### config.mk
export PLATFORM = sky130hd
export DESIGN_NAME = slab_interval_reduce_flat
export DESIGN_NICKNAME = d
export VERILOG_FILES = /design/src/rtl/raabb_fp_pkg.sv /design/src/rtl/slab_interval_reduce_if.sv /design/src/rtl/fp_order_le.sv /design/src/rtl/slab_interval_reduce.sv /design/src/flat_wrapper.sv
export SDC_FILE = /design/constraint.sdc
export NUM_CORES = 1
export LEC_CHECK = 0
export CAP_MARGIN = 20
export CELL_PAD_IN_SITES_DETAIL_PLACEMENT = 2
export CELL_PAD_IN_SITES_GLOBAL_PLACEMENT = 2
export CORE_MARGIN = 2
export CORE_UTILIZATION = 25
export CTS_CLUSTER_DIAMETER = 30
export DETAILED_ROUTE_END_ITERATION = 16
export GPL_ROUTABILITY_DRIVEN = 0
export PLACE_DENSITY = 0.87
export SLEW_MARGIN = 30
export SYNTH_ARGS = -nofsm -noshare
export SYNTH_HDL_FRONTEND = slang
export SYNTH_SLANG_ARGS = --single-unit
### constraint.sdc
create_clock -name clk -period 2.17 [get_ports clk]
set_input_delay 0.434 -clock clk [delete_from_list [all_inputs] [get_ports clk]]
set_output_delay 0.434 -clock clk [all_outputs]
set_load 0.01 [all_outputs]
### src/rtl/raabb_fp_pkg.sv
// Shared FP word definitions for the ray/AABB slab pipeline: default field widths,
// exception encodings, the total-order rank of each value class and the reducer state type.
package raabb_fp_pkg;

    localparam int FP_WE    = 11;
    localparam int FP_WF    = 11;
    localparam int FP_WIDTH = FP_WE + FP_WF + 2;

    localparam logic [1:0] EXC_ZERO = 2'b00;
    localparam logic [1:0] EXC_NORM = 2'b01;
    localparam logic [1:0] EXC_INF  = 2'b10;
    localparam logic [1:0] EXC_NAN  = 2'b11;

    localparam logic [2:0] RANK_NEG_INF  = 3'd0;
    localparam logic [2:0] RANK_NEG_NORM = 3'd1;
    localparam logic [2:0] RANK_ZERO     = 3'd2;
    localparam logic [2:0] RANK_POS_NORM = 3'd3;
    localparam logic [2:0] RANK_POS_INF  = 3'd4;
    localparam logic [2:0] RANK_NAN      = 3'd5;

    typedef logic [0:0] state_t;
    localparam state_t ST_ACC  = 1'b0;
    localparam state_t ST_EMIT = 1'b1;

    // Zeros of either sign share a rank, and every NaN sits above +inf.
    function automatic logic [2:0] fp_rank(input logic [1:0] exc, input logic sign);
        logic [2:0] r;
        case (exc)
            EXC_ZERO: r = RANK_ZERO;
            EXC_NORM: r = sign ? RANK_NEG_NORM : RANK_POS_NORM;
            EXC_INF:  r = sign ? RANK_NEG_INF : RANK_POS_INF;
            default:  r = RANK_NAN;
        endcase
        return r;
    endfunction

endpackage

### src/rtl/slab_interval_reduce_if.sv
// Beat-in / result-out bundle of the slab reducer. Both sides use valid/ready: a transfer
// happens on a rising clk edge where valid && ready; the source holds its payload until then.
interface slab_interval_reduce_if
    import raabb_fp_pkg::*;
#(
    parameter int WIDTH = FP_WIDTH
);
    logic             in_valid;
    logic             in_ready;
    logic [WIDTH:0]   in_near;
    logic [WIDTH:0]   in_far;
    logic             out_valid;
    logic             out_ready;
    logic [WIDTH:0]   out_tmin;
    logic [WIDTH:0]   out_tmax;
    logic             out_hit;
    logic             out_nan;

    modport master (
        output in_valid, in_near, in_far, out_ready,
        input  in_ready, out_valid, out_tmin, out_tmax, out_hit, out_nan
    );

    modport slave (
        input  in_valid, in_near, in_far, out_ready,
        output in_ready, out_valid, out_tmin, out_tmax, out_hit, out_nan
    );
endinterface

### src/rtl/fp_order_le.sv
// Combinational total-order test le = (a <= b) on the exception-tagged FP word:
// class rank first, then magnitude, with the magnitude sense flipped for negative normals.
module fp_order_le
    import raabb_fp_pkg::*;
#(
    parameter int WE = FP_WE,
    parameter int WF = FP_WF
) (
    input  logic [WE+WF+2:0] a,
    input  logic [WE+WF+2:0] b,
    output logic             le
);
    localparam int WIDTH = WE + WF + 2;

    logic [2:0]       w_rank_a;
    logic [2:0]       w_rank_b;
    logic [WE+WF-1:0] w_mag_a;
    logic [WE+WF-1:0] w_mag_b;

    always_comb begin
        w_rank_a = fp_rank(a[WIDTH:WIDTH-1], a[WIDTH-2]);
        w_rank_b = fp_rank(b[WIDTH:WIDTH-1], b[WIDTH-2]);
        w_mag_a  = {a[WF+WE-1:WF], a[WF-1:0]};
        w_mag_b  = {b[WF+WE-1:WF], b[WF-1:0]};
        if (w_rank_a != w_rank_b) begin
            le = (w_rank_a < w_rank_b);
        end else if (w_rank_a == RANK_NEG_NORM) begin
            le = (w_mag_a >= w_mag_b);
        end else if (w_rank_a == RANK_POS_NORM) begin
            le = (w_mag_a <= w_mag_b);
        end else begin
            le = 1'b1;
        end
    end
endmodule

### src/rtl/slab_interval_reduce.sv
// Reduces three per-axis slab intervals to [max near, min far] and a hit flag.
// Optional macro SLAB_NAN_FLAG_EN adds a sticky per-transaction NaN flag that also vetoes hit.
module slab_interval_reduce
    import raabb_fp_pkg::*;
#(
    parameter int WE    = FP_WE,
    parameter int WF    = FP_WF,
    parameter int WIDTH = WE + WF + 2
) (
    input  logic                   clk,
    input  logic                   rst,
    slab_interval_reduce_if.slave  bus,
    output state_t                 o_dbg_state,
    output logic [1:0]             o_dbg_cnt
);
    localparam logic [WIDTH:0] ZERO_WORD = '0;

    state_t         r_state;
    logic [1:0]     r_cnt;
    logic [WIDTH:0] r_acc_near;
    logic [WIDTH:0] r_acc_far;

    logic w_accept;
    logic w_emit;
    logic w_in_near_le_acc;
    logic w_acc_far_le_in;
    logic w_tmin_le_tmax;
    logic w_zero_le_tmax;
    logic w_nan_flag;

    assign w_emit   = (r_state == ST_EMIT);
    assign w_accept = bus.in_valid && !w_emit;

    // Keep the stored near unless the new one is strictly greater, so ties keep the older word.
    fp_order_le #(.WE(WE), .WF(WF)) u_near_ord (
        .a (bus.in_near),
        .b (r_acc_near),
        .le(w_in_near_le_acc)
    );

    fp_order_le #(.WE(WE), .WF(WF)) u_far_ord (
        .a (r_acc_far),
        .b (bus.in_far),
        .le(w_acc_far_le_in)
    );

    fp_order_le #(.WE(WE), .WF(WF)) u_hit_ord (
        .a (r_acc_near),
        .b (r_acc_far),
        .le(w_tmin_le_tmax)
    );

    fp_order_le #(.WE(WE), .WF(WF)) u_hit_pos (
        .a (ZERO_WORD),
        .b (r_acc_far),
        .le(w_zero_le_tmax)
    );

    always_ff @(posedge clk) begin
        if (!rst) begin
            r_state    <= ST_ACC;
            r_cnt      <= 2'd0;
            r_acc_near <= '0;
            r_acc_far  <= '0;
        end else if (!w_emit) begin
            if (w_accept) begin
                if (r_cnt == 2'd0) begin
                    r_acc_near <= bus.in_near;
                    r_acc_far  <= bus.in_far;
                end else begin
                    if (!w_in_near_le_acc) r_acc_near <= bus.in_near;
                    if (!w_acc_far_le_in)  r_acc_far  <= bus.in_far;
                end
                if (r_cnt == 2'd2) begin
                    r_state <= ST_EMIT;
                    r_cnt   <= 2'd0;
                end else begin
                    r_cnt <= r_cnt + 2'd1;
                end
            end
        end else if (bus.out_ready) begin
            r_state <= ST_ACC;
        end
    end

`ifdef SLAB_NAN_FLAG_EN
    logic r_nan_flag;
    logic w_in_nan;

    assign w_in_nan = (bus.in_near[WIDTH:WIDTH-1] == EXC_NAN) ||
                      (bus.in_far[WIDTH:WIDTH-1] == EXC_NAN);

    always_ff @(posedge clk) begin
        if (!rst) begin
            r_nan_flag <= 1'b0;
        end else if (w_accept) begin
            r_nan_flag <= (r_cnt == 2'd0) ? w_in_nan : (r_nan_flag || w_in_nan);
        end
    end

    assign w_nan_flag = r_nan_flag;
`else
    assign w_nan_flag = 1'b0;
`endif

    assign bus.in_ready  = !w_emit;
    assign bus.out_valid = w_emit;
    assign bus.out_tmin  = r_acc_near;
    assign bus.out_tmax  = r_acc_far;
    assign bus.out_hit   = w_emit && w_tmin_le_tmax && w_zero_le_tmax && !w_nan_flag;
    assign bus.out_nan   = w_emit && w_nan_flag;

    assign o_dbg_state = r_state;
    assign o_dbg_cnt   = r_cnt;
endmodule

### src/flat_wrapper.sv
// flat-port wrapper written by rule: the top's interface ports become plain ports
module slab_interval_reduce_flat import raabb_fp_pkg::*;
#(
    parameter int WE    = FP_WE,
    parameter int WF    = FP_WF,
    parameter int WIDTH = WE + WF + 2
)
  (clk, rst, o_dbg_state, o_dbg_cnt, bus_in_valid, bus_in_near, bus_in_far, bus_out_ready, bus_in_ready, bus_out_valid, bus_out_tmin, bus_out_tmax, bus_out_hit, bus_out_nan);
  slab_interval_reduce_if #(.WIDTH(WIDTH)) bus_i ();
  input  logic clk;
  input  logic rst;
  output state_t o_dbg_state;
  output logic [1:0] o_dbg_cnt;
  input wire logic [$bits(bus_i.in_valid)-1:0] bus_in_valid;
  input wire logic [$bits(bus_i.in_near)-1:0] bus_in_near;
  input wire logic [$bits(bus_i.in_far)-1:0] bus_in_far;
  input wire logic [$bits(bus_i.out_ready)-1:0] bus_out_ready;
  output wire logic [$bits(bus_i.in_ready)-1:0] bus_in_ready;
  output wire logic [$bits(bus_i.out_valid)-1:0] bus_out_valid;
  output wire logic [$bits(bus_i.out_tmin)-1:0] bus_out_tmin;
  output wire logic [$bits(bus_i.out_tmax)-1:0] bus_out_tmax;
  output wire logic [$bits(bus_i.out_hit)-1:0] bus_out_hit;
  output wire logic [$bits(bus_i.out_nan)-1:0] bus_out_nan;
  assign bus_i.in_valid = bus_in_valid;
  assign bus_i.in_near = bus_in_near;
  assign bus_i.in_far = bus_in_far;
  assign bus_i.out_ready = bus_out_ready;
  assign bus_in_ready = bus_i.in_ready;
  assign bus_out_valid = bus_i.out_valid;
  assign bus_out_tmin = bus_i.out_tmin;
  assign bus_out_tmax = bus_i.out_tmax;
  assign bus_out_hit = bus_i.out_hit;
  assign bus_out_nan = bus_i.out_nan;
  slab_interval_reduce #(.WE(WE), .WF(WF), .WIDTH(WIDTH)) u_core (.clk(clk), .rst(rst), .bus(bus_i), .o_dbg_state(o_dbg_state), .o_dbg_cnt(o_dbg_cnt));
endmodule
* Yosys cells after proc, flatten, opt, wreduce, memory -nomap -nowiden
Cells that the tools add are included.
** Operators by class
- $lt $le $gt $ge :: 10
- Reductions and logical operators :: 12
- Equality and inequality tests :: 21
- Muxes and demuxes :: 31
- Add/sub/neg operators :: 1
- Bitwise logic cells :: 1
** Operator list (count)
- 2-to-1 mux 25 bit :: 4
- greater-or-equal comparator 22 bit :: 3
- less-or-equal comparator 22 bit :: 3
- case mux 3 bit (3 select lines) :: 4
- 2-to-1 mux 1 bit :: 14
- 2-to-1 mux 3 bit :: 4
- equality test 2 bit (second input constant) :: 5
- logical NOT 2 bit :: 5
- 2-to-1 mux 2 bit :: 5
- equality test 3 x 1 -> 1 bit (second input constant) :: 3
- equality test 3 x 2 -> 1 bit (second input constant) :: 3
- less-than comparator 3 bit :: 3
- inequality test 3 bit :: 3
- equality test 2 x 1 -> 1 bit (second input constant) :: 4
- AND reduction 3 bit :: 2
- inequality test 2 bit (second input constant) :: 2
- logical AND 1 bit :: 3
- less-than comparator 2 x 3 -> 1 bit (first input constant) :: 1
- inequality test 2 x 3 -> 1 bit (first input constant) :: 1
- adder 2 x 1 -> 2 bit (second input constant) :: 1
- AND reduction 2 bit :: 1
- logical NOT 1 bit :: 1
- NOT 1 bit :: 1
** Word-level totals
- Logic and storage cells :: 80
- Register bits after elaboration :: 53
- Output and inout port bits :: 57

* Depth between registers and ports, before layout
- Word-level depth :: 8
- Mapped depth :: 13
- Depth with buffers taken out :: 11

* By module
A second synthesis with hierarchy kept.
** Unflattened totals
- Cells, all modules :: 653
- Area, all modules :: 5063.6 sq um
** By module, submodules not included
- fp_order_le :: cells an instance 104, times used 4, area an instance 715.7 sq um, sequential area each 0.0 sq um
- slab_interval_reduce :: cells an instance 237, times used 1, area an instance 2200.9 sq um, sequential area each 1061.0 sq um

* Worst setup path after synthesis
OpenSTA, ideal clock, no wires.
- Kind :: register -> register
- Start :: reg u_core.r_acc_far[22], in the netlist u_core.bus.out_tmax[22]
- End :: reg u_core.r_acc_far[11], in the netlist u_core.bus.out_tmax[11]
- Path buffers :: 1
- Cell stages (with the launch flop) :: 12
- Data arrival time :: 2.376 ns
- Period minus slack after synthesis :: 2.504 ns
- Slack :: -0.334 ns
- Cells stage by stage :: dfxtp_1 inv_1 o21ai_0 inv_1 ha_1 a21o_1 a31oi_1 a31oi_1 o21ai_0 o31a_1 clkbuf_1 o21ai_1
** Between the ends
- Cells in the longest elaborated chain, start to end :: 8
- Elaborated cells on any way between the ends :: 12
- Those cells by class :: order compare (1); eq/ne (4); mux (6); reduce/logical (1)
** RTL lines
- start: declaration :: RTL line slab_interval_reduce.sv:21 : logic [WIDTH:0] r_acc_far;
- start signal: assignment :: RTL line slab_interval_reduce.sv:69 : r_acc_far <= bus.in_far;
- start signal: assignment :: RTL line slab_interval_reduce.sv:72 : if (!w_acc_far_le_in) r_acc_far <= bus.in_far;
- 2-to-1 mux 2 bit / 2-to-1 mux 3 bit (equally long branches) :: RTL line raabb_fp_pkg.sv:30, raabb_fp_pkg.sv:31
- case mux 3 bit (3 select lines) * :: RTL line raabb_fp_pkg.sv:28 : case (exc)
- equality test 3 x 2 -> 1 bit :: RTL line fp_order_le.sv:29 : end else if (w_rank_a == RANK_POS_NORM) begin
- 2-to-1 mux 1 bit :: RTL line fp_order_le.sv:29
- 2-to-1 mux 1 bit :: RTL line fp_order_le.sv:27 : end else if (w_rank_a == RANK_NEG_NORM) begin
- 2-to-1 mux 1 bit * :: RTL line fp_order_le.sv:25 : if (w_rank_a != w_rank_b) begin
- inequality test 2 bit (no source line) *
- AND reduction 3 bit (no source line) *
Every way passes the cells marked *; elsewhere a longest branch is shown, timed or not.
A chain may end at the register's enable or synchronous reset.

* Worst setup path in the final report
- Start :: reg u_core.r_acc_far[3], in the netlist u_core.bus.out_tmax[3]
- End :: out bus_out_hit
** Between the ends
- Cells in the longest elaborated chain, start to end :: 6
- Elaborated cells on any way between the ends :: 7
- Those cells by class :: order compare (2); mux (3); reduce/logical (2)
** RTL lines
- less-or-equal comparator 22 bit :: RTL line fp_order_le.sv:30 : le = (w_mag_a <= w_mag_b);
- 2-to-1 mux 1 bit :: RTL line fp_order_le.sv:29
- 2-to-1 mux 1 bit * :: RTL line fp_order_le.sv:27
- 2-to-1 mux 1 bit * :: RTL line fp_order_le.sv:25
- logical AND 1 bit * (2 in a row) :: RTL line slab_interval_reduce.sv:110 : assign bus.out_hit = w_emit && w_tmin_le_tmax && w_zero_le_tmax && !w_nan_flag;
- end: declaration :: RTL line flat_wrapper.sv:22 : output wire logic [$bits(bus_i.out_hit)-1:0] bus_out_hit;
Marks and branches as above.

==> key figures <==
Status
  • Status: finished, violations left
  • Violated checks: setup timing

Logic synthesis
  • Cell accounting for the most synthesized area: dfxtp_1
  • Syn nets: 664
  • Yosys top cell area share: 25.2%
  • Seq/Total Area, Yosys: 25.2%
  • Yosys synthesis warning count: 0
  • Yosys cell types: 50
  • Synth Register Bits: 53
  • Cell Area, Synth: 4210 µm²
  • Ranking of synthesized cells by area: dfxtp_1 (25%), ha_1 (22%), nand2_1 (7.8%), inv_1 (7.0%), mux2i_1 (5.9%)
  • Synthesized area per cell: 7.87 µm²
  • Syn Inst Count: 535

Floorplanning
  • Chip height: 134 µm
  • Die width: 134 µm
  • # IOs: 111
  • Total core area: 16500 µm²
  • # rows: 47
  • Die Footprint: 17900 µm²
  • Initial Utilization: 25.5%

Placement
  • Number of port buffers: 109
  • Post-Place Cells: 935
  • Placed inst area: 6260 µm²
  • Dpl hpwl: 14.6 mm

Setup path
  • Crit path max fanout: 3
  • Reg2reg setup slack: -0.66 ns
  • CP Launch Point: u_core.bus.out_tmax[3]
  • Worst R2R End: u_core.bus.out_tmin[1]
  • Worst Setup EP: bus_out_hit
  • CP arrival: 2.55 ns
  • Reg2reg start: u_core.bus.out_tmin[15]
  • Critical Path RT: 1.74 ns
  • Startpoint Class: flop
  • Setup CP Type: flop to output pin
  • R2R depth: 14
  • Critical Path End Type: output pin

Timing
  • Slew headroom: 60.5%
  • Final setup viols: 51
  • FMAX: 0.335 GHz
  • Post-route worst setup slack: -0.815 ns
  • Max Clock Skew: 0.00826 ns
  • RSZ-0062 raised after global routing: yes
  • Min Tclk post-route: 2.99 ns
  • Max Slew Vio Count: 0
  • Min Hold Slack: 0.486 ns
  • Final cycle utilization of the critical path: 138%
  • Count of final hold-check violations: 0
  • Worst slew pin tran: 0.592 ns

Finish
  • Cell Count, Final, Fillers Out: 973
  • Finished Cell Area: 7710 µm²
  • Antenna fix cells: 0
  • Final nets: 881
  • Layout area overhead: 83.1%
  • Fraction of layout instances using a drive strength above 1: 41.7%
  • Most common cell after layout, fill and taps aside: buf_4
  • Most frequent cells in the layout: buf_4 (93), nand2_1 (86), clkdlybuf4s50_1 (64)

Power
  • Cell Int Power: 2.51 mW
  • P_sw: 1.60 mW
  • Comb power frac: 50.9%
  • Leakage: 3.35 nW
  • PnR Total Power: 4.11 mW
  • Pwr Density: 533 nW/µm²
  • Clk pwr share: 21.0%
  • Max VDD drop: 0.301 mV
  • Flop pwr share: 28.1%
  • Switch share: 39.0%

Job
  • Max_cap viols: 0

Routing
  • Detailed-route via count: 4976
  • Initial DRT Pass Iterations: 5
  • Number of vias per cell: 5.11
  • DRC errors left: 0
  • Iteration-0 DRC Markers: 168
  • WL/cell: 26.3 µm
  • Post-DRT Antenna Nets: 0
  • Final WL: 25.6 mm

Global route
  • Vias in the first global route: 5995
  • Initial antenna violation count: 0
  • Grt ovf: 0
  • Maximum number of pins on one net before global-route repair: 35
  • Total track usage: 26.1%
  • First-pass GRT wire length: 35.1 mm

Clock tree
  • Root Buffer: clkbuf_16
  • CTS Sinks: 53
  • Clock tree buffer depth: 2
  • H-tree Lvls: 2
  • Clk_lat worst skew: 0.32 ns
  • CTS tree: built
  • Worst-path clk slew: 0.07 ns
  • Hold Buf Count CTS: 0
  • Number of CTS-inserted buffers: 5

Min path
  • Worst Hold Class: primary input to flop
cells in the mapped netlist (all sizes together):
| cell type | count |
|---|---|
| a21oi | 28 |
| a211oi | 2 |
| o2bb2ai | 1 |
| inv | 78 |
| and4 | 3 |
| o211ai | 1 |
| nor2 | 8 |
| nor3b | 1 |
| nand3 | 31 |
| o221ai | 1 |
| nand4 | 12 |
| o22ai | 1 |
| conb | 1 |
| o31ai | 1 |
| nor2b | 5 |
| o2111ai | 2 |
| a22oi | 2 |
| a2bb2oi | 1 |
| nand2b | 2 |
| a21o | 14 |
| a21boi | 5 |
| xor2 | 1 |
| nor3 | 4 |
| buf | 11 |
| o21ai | 42 |
| nor4 | 5 |
| a31oi | 3 |
| clkbuf | 13 |
| and2 | 4 |
| or3b | 1 |
| o21a | 6 |
| o31a | 1 |
| ha | 75 |
| nand2 | 88 |
| dfxtp | 53 |
| and3 | 2 |
| mux2i | 25 |
| nand3b | 1 |
timing repair:
| action | CTS | global route |
|---|---|---|
| pin swaps | 67 | 26 |
| buffers inserted | 21 | 7 |
| gates cloned | 7 | 0 |
| setup endpoints to repair | 51 | 51 |
| resized for setup | 181 | 71 |
worst min path at each step:
stage                            start                       to  slack [ns]  depth (start not counted)
4_1_cts        u_core.bus.out_tmax[23]  u_core.bus.out_tmax[23]        0.50                          2
2_1_floorplan  u_core.bus.out_tmax[10]  u_core.bus.out_tmax[10]        0.47                          2
3_3_place_gp       u_core.o_dbg_cnt[0]      u_core.o_dbg_cnt[0]        0.50                          2
3_5_place_dp       u_core.o_dbg_cnt[0]      u_core.o_dbg_cnt[0]        0.54                          2
5_1_grt                bus_in_near[14]  u_core.bus.out_tmin[14]        0.49                          3
6_report               bus_in_near[14]  u_core.bus.out_tmin[14]        0.49                          3
final cells by class:
type | instances | area, µm²
Clock buffer | 8 | 136
Fill cell | 1729 | 8820
Inverter | 78 | 303
Multi-Input combinational cell | 380 | 3630
Sequential cell | 53 | 1130
Tap cell | 220 | 275
Timing Repair Buffer | 234 | 2240
worst max-delay path, cell delays in order (launching register included):
cell,delay [ns]
dfxtp_2,0.36
inv_1,0.08
ha_1,0.35
nand3_1,0.17
nor4_2,0.31
and3_4,0.25
nor4_4,0.05
or3b_4,0.25
o2111ai_4,0.11
nor3_2,0.16
buf_2,0.16
flip-flops by register name, indices dropped and copies added, names as in the netlist:
name	count
u_core.bus.out_tmax	25
u_core.bus.out_tmin	25
u_core.bus.out_valid	1
u_core.o_dbg_cnt	2
cell families after synthesis:
group / count (synthesis) / synth area share, %
simple gates: 167 / 19.6
compound gates: 111 / 16.0
buf+inv: 102 / 10.6
fa+ha+maj: 75 / 22.3
flops: 53 / 25.2
mux: 25 / 5.94
other cells: 1 / 0.0891
xor+xnor: 1 / 0.208
power by group through the flow:
stage	Sequential [mW]	Combinational, mW	Clock [mW]
global route	1.16	2.23	0.896
finish	1.16	2.09	0.861
detailed placement	1.16	1.48	0
CTS	1.14	1.80	0.844
global placement	1.15	1.35	0
floorplan	1.20	0.657	0
through the flow:
step                      worst slack, ns  TNS (ns)  util, %
final                              -0.815    -24.56     46.6
after global routing               -0.885    -28.72     46.6
after global placement             -0.741    -35.92     37.9
after detailed placement           -0.910    -43.13     37.9
after CTS                          -0.797    -14.00     44.2
after floorplan                   -0.0937     -1.53        -
routing by layer:
layer  share of wire (%)  routed length (µm)  vias up  GRT usage (%)
met1                  37                9510     2481           26.1
li1                    -                   -     2267              -
met5                   0                   0        -              0
met3                 3.5                 890       60           4.35
met2                  55               14100      168           51.8
met4                 4.3                1090        0           12.4
Note: power is estimated with default switching activity, not from simulation.
